### src/rtl/aux_pkg.sv
// Shared types and constants for the HDMI aux (data-island) FIFO writer.
// Header/data word layout and the writer state encoding live here.
package aux_pkg;

    localparam int BURST_LEN = 32;
    localparam int HW        = 12;
    localparam int DW        = 12;
    localparam int FW        = 24;
    localparam int IDX_W     = $clog2(BURST_LEN);
    localparam int POS_MSB   = 23;
    localparam int POS_LSB   = 12;

    localparam logic [IDX_W-1:0] IDX_LAST = IDX_W'(BURST_LEN - 1);

    typedef enum logic [1:0] {
        IDLE,
        BURST,
        PAD,
        DROP
    } aux_state_e;

    function automatic logic [FW-1:0] header_word(
        input logic [HW-1:0] hcnt,
        input logic [HW-1:0] vcnt
    );
        logic [FW-1:0] w;
        w                  = '0;
        w[POS_MSB:POS_LSB] = hcnt;
        w[POS_LSB-1:0]     = vcnt;
        return w;
    endfunction

    function automatic logic [FW-1:0] data_word(
        input logic [IDX_W-1:0] idx,
        input logic [DW-1:0]    data
    );
        logic [FW-1:0] w;
        w                    = '0;
        w[POS_LSB +: IDX_W]  = idx;
        w[DW-1:0]            = data;
        return w;
    endfunction

endpackage

### src/rtl/edge_sync_reg.sv
// Input register stage for the source timing signals plus ADE/VDE edge
// detectors; shared with the receiver-side ADE generator.
module edge_sync_reg
    import aux_pkg::*;
(
    input  logic          clk,
    input  logic          rst_n,
    input  logic          ade_i,
    input  logic          vde_i,
    input  logic [HW-1:0] hcnt_i,
    input  logic [HW-1:0] vcnt_i,
    input  logic [DW-1:0] aux_data_i,
    output logic          ade_r_o,
    output logic          ade_rise_o,
    output logic          ade_fall_o,
    output logic          vde_rise_o,
    output logic [HW-1:0] hcnt_r_o,
    output logic [HW-1:0] vcnt_r_o,
    output logic [DW-1:0] aux_data_d_o
);

    logic          ade_r_q;
    logic          ade_q;
    logic          vde_r_q;
    logic          vde_q;
    logic [HW-1:0] hcnt_r_q;
    logic [HW-1:0] vcnt_r_q;
    logic [DW-1:0] aux_r_q;
    logic [DW-1:0] aux_d_q;

    always_ff @(posedge clk) begin
        if (!rst_n) begin
            ade_r_q  <= 1'b0;
            ade_q    <= 1'b0;
            vde_r_q  <= 1'b0;
            vde_q    <= 1'b0;
            hcnt_r_q <= '0;
            vcnt_r_q <= '0;
            aux_r_q  <= '0;
            aux_d_q  <= '0;
        end else begin
            ade_r_q  <= ade_i;
            ade_q    <= ade_r_q;
            vde_r_q  <= vde_i;
            vde_q    <= vde_r_q;
            hcnt_r_q <= hcnt_i;
            vcnt_r_q <= vcnt_i;
            aux_r_q  <= aux_data_i;
            aux_d_q  <= aux_r_q;
        end
    end

    assign ade_r_o      = ade_r_q;
    assign ade_rise_o   = ade_r_q & ~ade_q;
    assign ade_fall_o   = ~ade_r_q & ade_q;
    assign vde_rise_o   = vde_r_q & ~vde_q;
    assign hcnt_r_o     = hcnt_r_q;
    assign vcnt_r_o     = vcnt_r_q;
    // Delayed one extra cycle so data[0] follows the header back-to-back.
    assign aux_data_d_o = aux_d_q;

endmodule

### src/rtl/aux_fifo_writer.sv
// Packs each source ADE window into one header plus BURST_LEN data words
// for the aux send FIFO, and counts bursts per line for the transmitter.
module aux_fifo_writer
    import aux_pkg::*;
(
    input  logic          fifo_clk,
    input  logic          sys_rst_n,
    input  logic          ade,
    input  logic          vde,
    input  logic [HW-1:0] hcnt,
    input  logic [HW-1:0] vcnt,
    input  logic [DW-1:0] aux_data,
    input  logic          fifo_afull,
    input  logic          fifo_full,
    output logic [FW-1:0] fifo_din,
    output logic          fifo_wr_en,
    output logic [3:0]    ade_num,
    output logic [7:0]    drop_cnt,
    output logic          err_len,
    output logic          err_ovf
);

    logic          ade_r;
    logic          ade_rise;
    logic          ade_fall;
    logic          vde_rise;
    logic [HW-1:0] hcnt_r;
    logic [HW-1:0] vcnt_r;
    logic [DW-1:0] aux_data_d;

    edge_sync_reg u_sync (
        .clk          (fifo_clk),
        .rst_n        (sys_rst_n),
        .ade_i        (ade),
        .vde_i        (vde),
        .hcnt_i       (hcnt),
        .vcnt_i       (vcnt),
        .aux_data_i   (aux_data),
        .ade_r_o      (ade_r),
        .ade_rise_o   (ade_rise),
        .ade_fall_o   (ade_fall),
        .vde_rise_o   (vde_rise),
        .hcnt_r_o     (hcnt_r),
        .vcnt_r_o     (vcnt_r),
        .aux_data_d_o (aux_data_d)
    );

    aux_state_e       state_q, state_d;
    logic [IDX_W-1:0] idx_q, idx_d;
    logic             pend_q, pend_d;
    logic [FW-1:0]    din_q, din_d;
    logic             wr_en_q, wr_en_d;
    logic [3:0]       cnt_q, cnt_d;
    logic [3:0]       num_q, num_d;
    logic [7:0]       drop_q, drop_d;
    logic             err_len_q, err_len_d;
    logic             err_ovf_q, err_ovf_d;

    logic             start;
    logic             drop_hit;
    logic             len_bad;

    always_ff @(posedge fifo_clk) begin
        if (!sys_rst_n) begin
            state_q   <= IDLE;
            idx_q     <= '0;
            pend_q    <= 1'b0;
            din_q     <= '0;
            wr_en_q   <= 1'b0;
            cnt_q     <= '0;
            num_q     <= '0;
            drop_q    <= '0;
            err_len_q <= 1'b0;
            err_ovf_q <= 1'b0;
        end else begin
            state_q   <= state_d;
            idx_q     <= idx_d;
            pend_q    <= pend_d;
            din_q     <= din_d;
            wr_en_q   <= wr_en_d;
            cnt_q     <= cnt_d;
            num_q     <= num_d;
            drop_q    <= drop_d;
            err_len_q <= err_len_d;
            err_ovf_q <= err_ovf_d;
        end
    end

    always_comb begin
        state_d  = state_q;
        idx_d    = idx_q;
        pend_d   = pend_q;
        din_d    = din_q;
        wr_en_d  = 1'b0;
        start    = 1'b0;
        drop_hit = 1'b0;
        len_bad  = 1'b0;
        unique case (state_q)
            IDLE: begin
                if (ade_rise) begin
                    if (!fifo_afull) begin
                        wr_en_d = 1'b1;
                        din_d   = header_word(hcnt_r, vcnt_r);
                        idx_d   = '0;
                        start   = 1'b1;
                        state_d = BURST;
                    end else begin
                        drop_hit = 1'b1;
                        state_d  = DROP;
                    end
                end
            end
            BURST: begin
                wr_en_d = 1'b1;
                din_d   = data_word(idx_q, aux_data_d);
                idx_d   = idx_q + 1'b1;
                if (idx_q == IDX_LAST) begin
                    // ade still high: the source window overran the burst
                    len_bad = ade_r;
                    state_d = IDLE;
                end else if (ade_fall) begin
                    len_bad = 1'b1;
                    state_d = PAD;
                end
            end
            PAD: begin
                wr_en_d = 1'b1;
                din_d   = data_word(idx_q, '0);
                idx_d   = idx_q + 1'b1;
                pend_d  = pend_q | ade_rise;
                drop_hit = ade_rise;
                if (idx_q == IDX_LAST) begin
                    pend_d  = 1'b0;
                    state_d = (pend_q | ade_rise) ? DROP : IDLE;
                end
            end
            DROP: begin
                if (!ade_r) begin
                    state_d = IDLE;
                end
            end
        endcase
    end

    always_comb begin
        drop_d    = drop_q;
        err_len_d = err_len_q | len_bad;
        err_ovf_d = err_ovf_q | (wr_en_q & fifo_full);
        cnt_d     = cnt_q;
        num_d     = num_q;
        if (drop_hit && drop_q != 8'hFF) begin
            drop_d = drop_q + 8'd1;
        end
        if (start && cnt_q != 4'hF) begin
            cnt_d = cnt_q + 4'd1;
        end
        if (vde_rise) begin
            num_d = cnt_q;
            cnt_d = start ? 4'd1 : 4'd0;
        end
    end

    assign fifo_din   = din_q;
    assign fifo_wr_en = wr_en_q;
    assign ade_num    = num_q;
    assign drop_cnt   = drop_q;
    assign err_len    = err_len_q;
    assign err_ovf    = err_ovf_q;

endmodule

### config.mk
export PLATFORM = sky130hd
export DESIGN_NAME = aux_fifo_writer
export DESIGN_NICKNAME = d
export VERILOG_FILES = /design/src/rtl/aux_pkg.sv /design/src/rtl/edge_sync_reg.sv /design/src/rtl/aux_fifo_writer.sv
export SDC_FILE = /design/constraint.sdc
export NUM_CORES = 1
export LEC_CHECK = 0
export ABC_AREA = 0
export CORE_ASPECT_RATIO = 0.6
export CORE_MARGIN = 2
export CORE_UTILIZATION = 45
export DETAILED_ROUTE_END_ITERATION = 8
export HOLD_SLACK_MARGIN = 0.03
export PLACE_DENSITY = 0.75
export RECOVER_POWER = 50
export SLEW_MARGIN = 20
export SYNTH_ARGS = -nofsm -noshare
export SYNTH_HDL_FRONTEND = slang
export SYNTH_HIERARCHICAL = 1
export SYNTH_SLANG_ARGS = --single-unit
export TNS_END_PERCENT = 30
### constraint.sdc
create_clock -name fifo_clk -period 1.7 [get_ports fifo_clk]
set_input_delay 0.51 -clock fifo_clk [delete_from_list [all_inputs] [get_ports fifo_clk]]
set_output_delay 0.51 -clock fifo_clk [all_outputs]
set_load 0.02 [all_outputs]
==> flow_metrics.env <==
export IMPL_run_status="finished clean"
export IMPL_tightest_slew_ns=0.477
export IMPL_rsz0062_at_grt="true"
export IMPL_first_iter_violations=177
export IMPL_viasPerCell=5.06
export IMPL_numPortBuffers=80
export IMPL_cts_sinks=103
export IMPL_setup_viol=0
export IMPL_min_path_type="reg2reg"
export IMPL_nNetsFinal=528
export IMPL_grt_pass1_vias=2853
export IMPL_syn_area_sq_mm=0.00373
export IMPL_clk_latency_ns=0.34
export IMPL_p_total_mw=7.78
export IMPL_cellLeakagePower_nw=2.22
export IMPL_maxCapViolCount=0
export IMPL_ir_worst_vdd_uv=838
export IMPL_antennaDiodeCount=0
export IMPL_mostFrequentLayoutCell="dfxtp_1"
export IMPL_die_h_microns=74.5
export IMPL_final_antenna_net_count=0
export IMPL_p_per_area_mw_per_mm2=1500
export IMPL_cts_path_max_buffers=2
export IMPL_antenna_found_initial=0
export IMPL_die_width_microns=122
export IMPL_hp_start="u_sync/aux_r_q[11]"
export IMPL_fin_crit_sh_pct=99.5
export IMPL_required_ns=1.97
export IMPL_ys_seq_elements=103
export IMPL_drive_gt1_share_pct=21.6
export IMPL_syn_num_nets=426
export IMPL_grt_max_degree=27
export IMPL_ys_seq_area_share_pct=55.3
export IMPL_place_gp_congestion=0.842
export IMPL_route_detailed_drc=0
export IMPL_cts_root_buffer="clkbuf_16"
export IMPL_vias=2984
export IMPL_slew_limit_headroom_pct=68.2
export IMPL_rr_worst_depth=7
export IMPL_synth_cells=376
export IMPL_report_final_hold_viol_count=0
export IMPL_ys_flop_type="dfxtp_1"
export IMPL_ys_warnings_count=6
export IMPL_min_path_cells=1
export IMPL_cts_buffers=9
export IMPL_clkSlewWorstSetupHoldPaths_ns=0.07
export IMPL_whs_ns=0.434
export IMPL_gr_total_overflow=0
export IMPL_fmax_mhz=591
export IMPL_final_cell_mix="dfxtp_1 (101), and2_2 (42), dlygate4sd2_1 (40)"
export IMPL_ys_types=42
export IMPL_grt_util_all_layers_pct=19.8
export IMPL_setup_tns_ns=0
export IMPL_grt_pass1_wl_mm=13.7
export IMPL_fill_cells=650
export IMPL_startpoint_type="flop"
export IMPL_dp_hpwl_mm=5.93
export IMPL_worstSetupStartpoint="state_q[0]"
export IMPL_io_pins=81
export IMPL_dr_pass1_iters=5
export IMPL_synthArstFlopShare_pct=0
export IMPL_skew_ns=0.00724
export IMPL_syn_to_final_growth_pct=38.7
export IMPL_ys_top_cells_by_area="dfxtp_1 (55%), and2_2 (8.5%), a21oi_1 (3.2%)"
export IMPL_cts_max_level=3
export IMPL_syn_area_per_cell_sq_um=9.92
export IMPL_cp_end_kind="flop"
export IMPL_yosys_area_top_type_share_pct=55.3
export IMPL_cp_arrival_ns=1.96
export IMPL_cts_tree="built"
export IMPL_cp_max_fo=9
export IMPL_crit_type="reg2reg"
export IMPL_initial_utilization_pct=46.9
export IMPL_synth_area_leader_cell="dfxtp_1"
export IMPL_drt_wl_total_mm=8.46
export IMPL_num_rows=25
export IMPL_wl_per_cell_microns=14.3
export IMPL_rr_startpoint="state_q[0]"
export IMPL_dieArea_sq_mm=0.00905
export IMPL_synth_edf_count=0
export IMPL_core_area_sq_mm=0.00795
export IMPL_drv_slew=0
export IMPL_period_needed_ns=1.69
==> final timing paths <==
path | endpoint | slack, ns
max reg2reg | drop_cnt[4] | 0.009
min reg2reg | u_sync/aux_data_d_o[11] | 0.43
max | drop_cnt[4] | 0.009
min | u_sync/aux_data_d_o[11] | 0.43
==> metal layers <==
metal	track usage [%]	wire length [microns]	vias to the layer above
li1	-	-	1500
met5	0	0	-
met4	6.39	109	0
met3	5.60	438	9
met2	31.1	3820	77
met1	26.7	4090	1398
==> through the flow <==
| stage | std cells | utilization, % | worst slack, ns | area, sq um |
|---|---|---|---|---|
| 5_1_grt | 590 | 65.1 | -0.0204 | 5170 |
| 2_1_floorplan | 376 | - | 0.0302 | 3730 |
| 4_1_cts | 589 | 64.6 | 0.0112 | 5130 |
| 3_3_place_gp | 574 | 61.3 | -0.347 | 4870 |
| 6_report | 590 | 65.1 | 0.00867 | 5170 |
| 3_5_place_dp | 574 | 61.3 | -0.417 | 4870 |
==> layout make-up <==
type / count / area, sq um / share of cell area [%]
Sequential cell: 103 / 2060 / 39.9
Multi-Input combinational cell: 244 / 1630 / 31.5
Timing Repair Buffer: 113 / 1030 / 20.0
Clock buffer: 9 / 225 / 4.36
Tap cell: 108 / 135 / 2.61
Clock inverter: 6 / 57.6 / 1.11
Inverter: 7 / 26.3 / 0.508
==> flip-flops by register name, summed over array words and instances (netlist names), 2 cells and up <==
register             cells
state_q                  2
u_sync/hcnt_r_o         12
idx_q                    5
cnt_q                    4
u_sync/aux_data_d_o     12
ade_num                  4
drop_cnt                 8
u_sync/aux_r_q          12
fifo_din                24
u_sync/vcnt_r_o         12
==> cell usage after synthesis, types with 3 or more instances <==
master    instances
a31oi_1           3
nor2b_1           7
mux2i_1           8
nand2_1          14
clkbuf_2          5
a221oi_1         12
nand2b_1          3
a21oi_1          24
nand3_1          16
and2_2           42
dfxtp_1         103
and3_1            4
o21ai_0           7
nor2_1           32
and2_1           13
ha_1              8
clkbuf_1         15
xor2_1            3
nor3_1           17
inv_1             6
a211oi_1          6
==> critical path, stage by stage, from the launching register on <==
cell	delay, ns
dfxtp_1	0.32
inv_2	0.11
ha_4	0.21
a21o_1	0.15
o211ai_1	0.16
buf_4	0.19
or3_1	0.33
a21oi_1	0.15
==> kinds of logic after synthesis <==
| family | after synthesis | synth area share [%] |
|---|---|---|
| xor+xnor | 3 | 0.705 |
| flops | 103 | 55.3 |
| mux | 9 | 2.45 |
| compound gates | 63 | 11.1 |
| fa+ha+maj | 8 | 2.68 |
| buf+inv | 29 | 3.15 |
| simple gates | 161 | 24.6 |
==> repair_timing <==
action / CTS / global route
resized for setup: 48 / 11
buffers inserted: 0 / 1
pin swaps: 1 / 2
hold buffers: 0 / 0
hold endpoints to repair: 0 / 0
endpoints found under the setup margin: 65 / 22
==> power breakdown <==
group	leakage [nW]	total, mW	internal [mW]	switching [mW]
clock	0.141	1.96	1.03	0.938
combinational	1.23	2.84	1.21	1.63
sequential	0.848	2.97	2.77	0.199
total	2.22	7.78	5.01	2.77
Note: power is estimated with default switching activity, not from simulation.
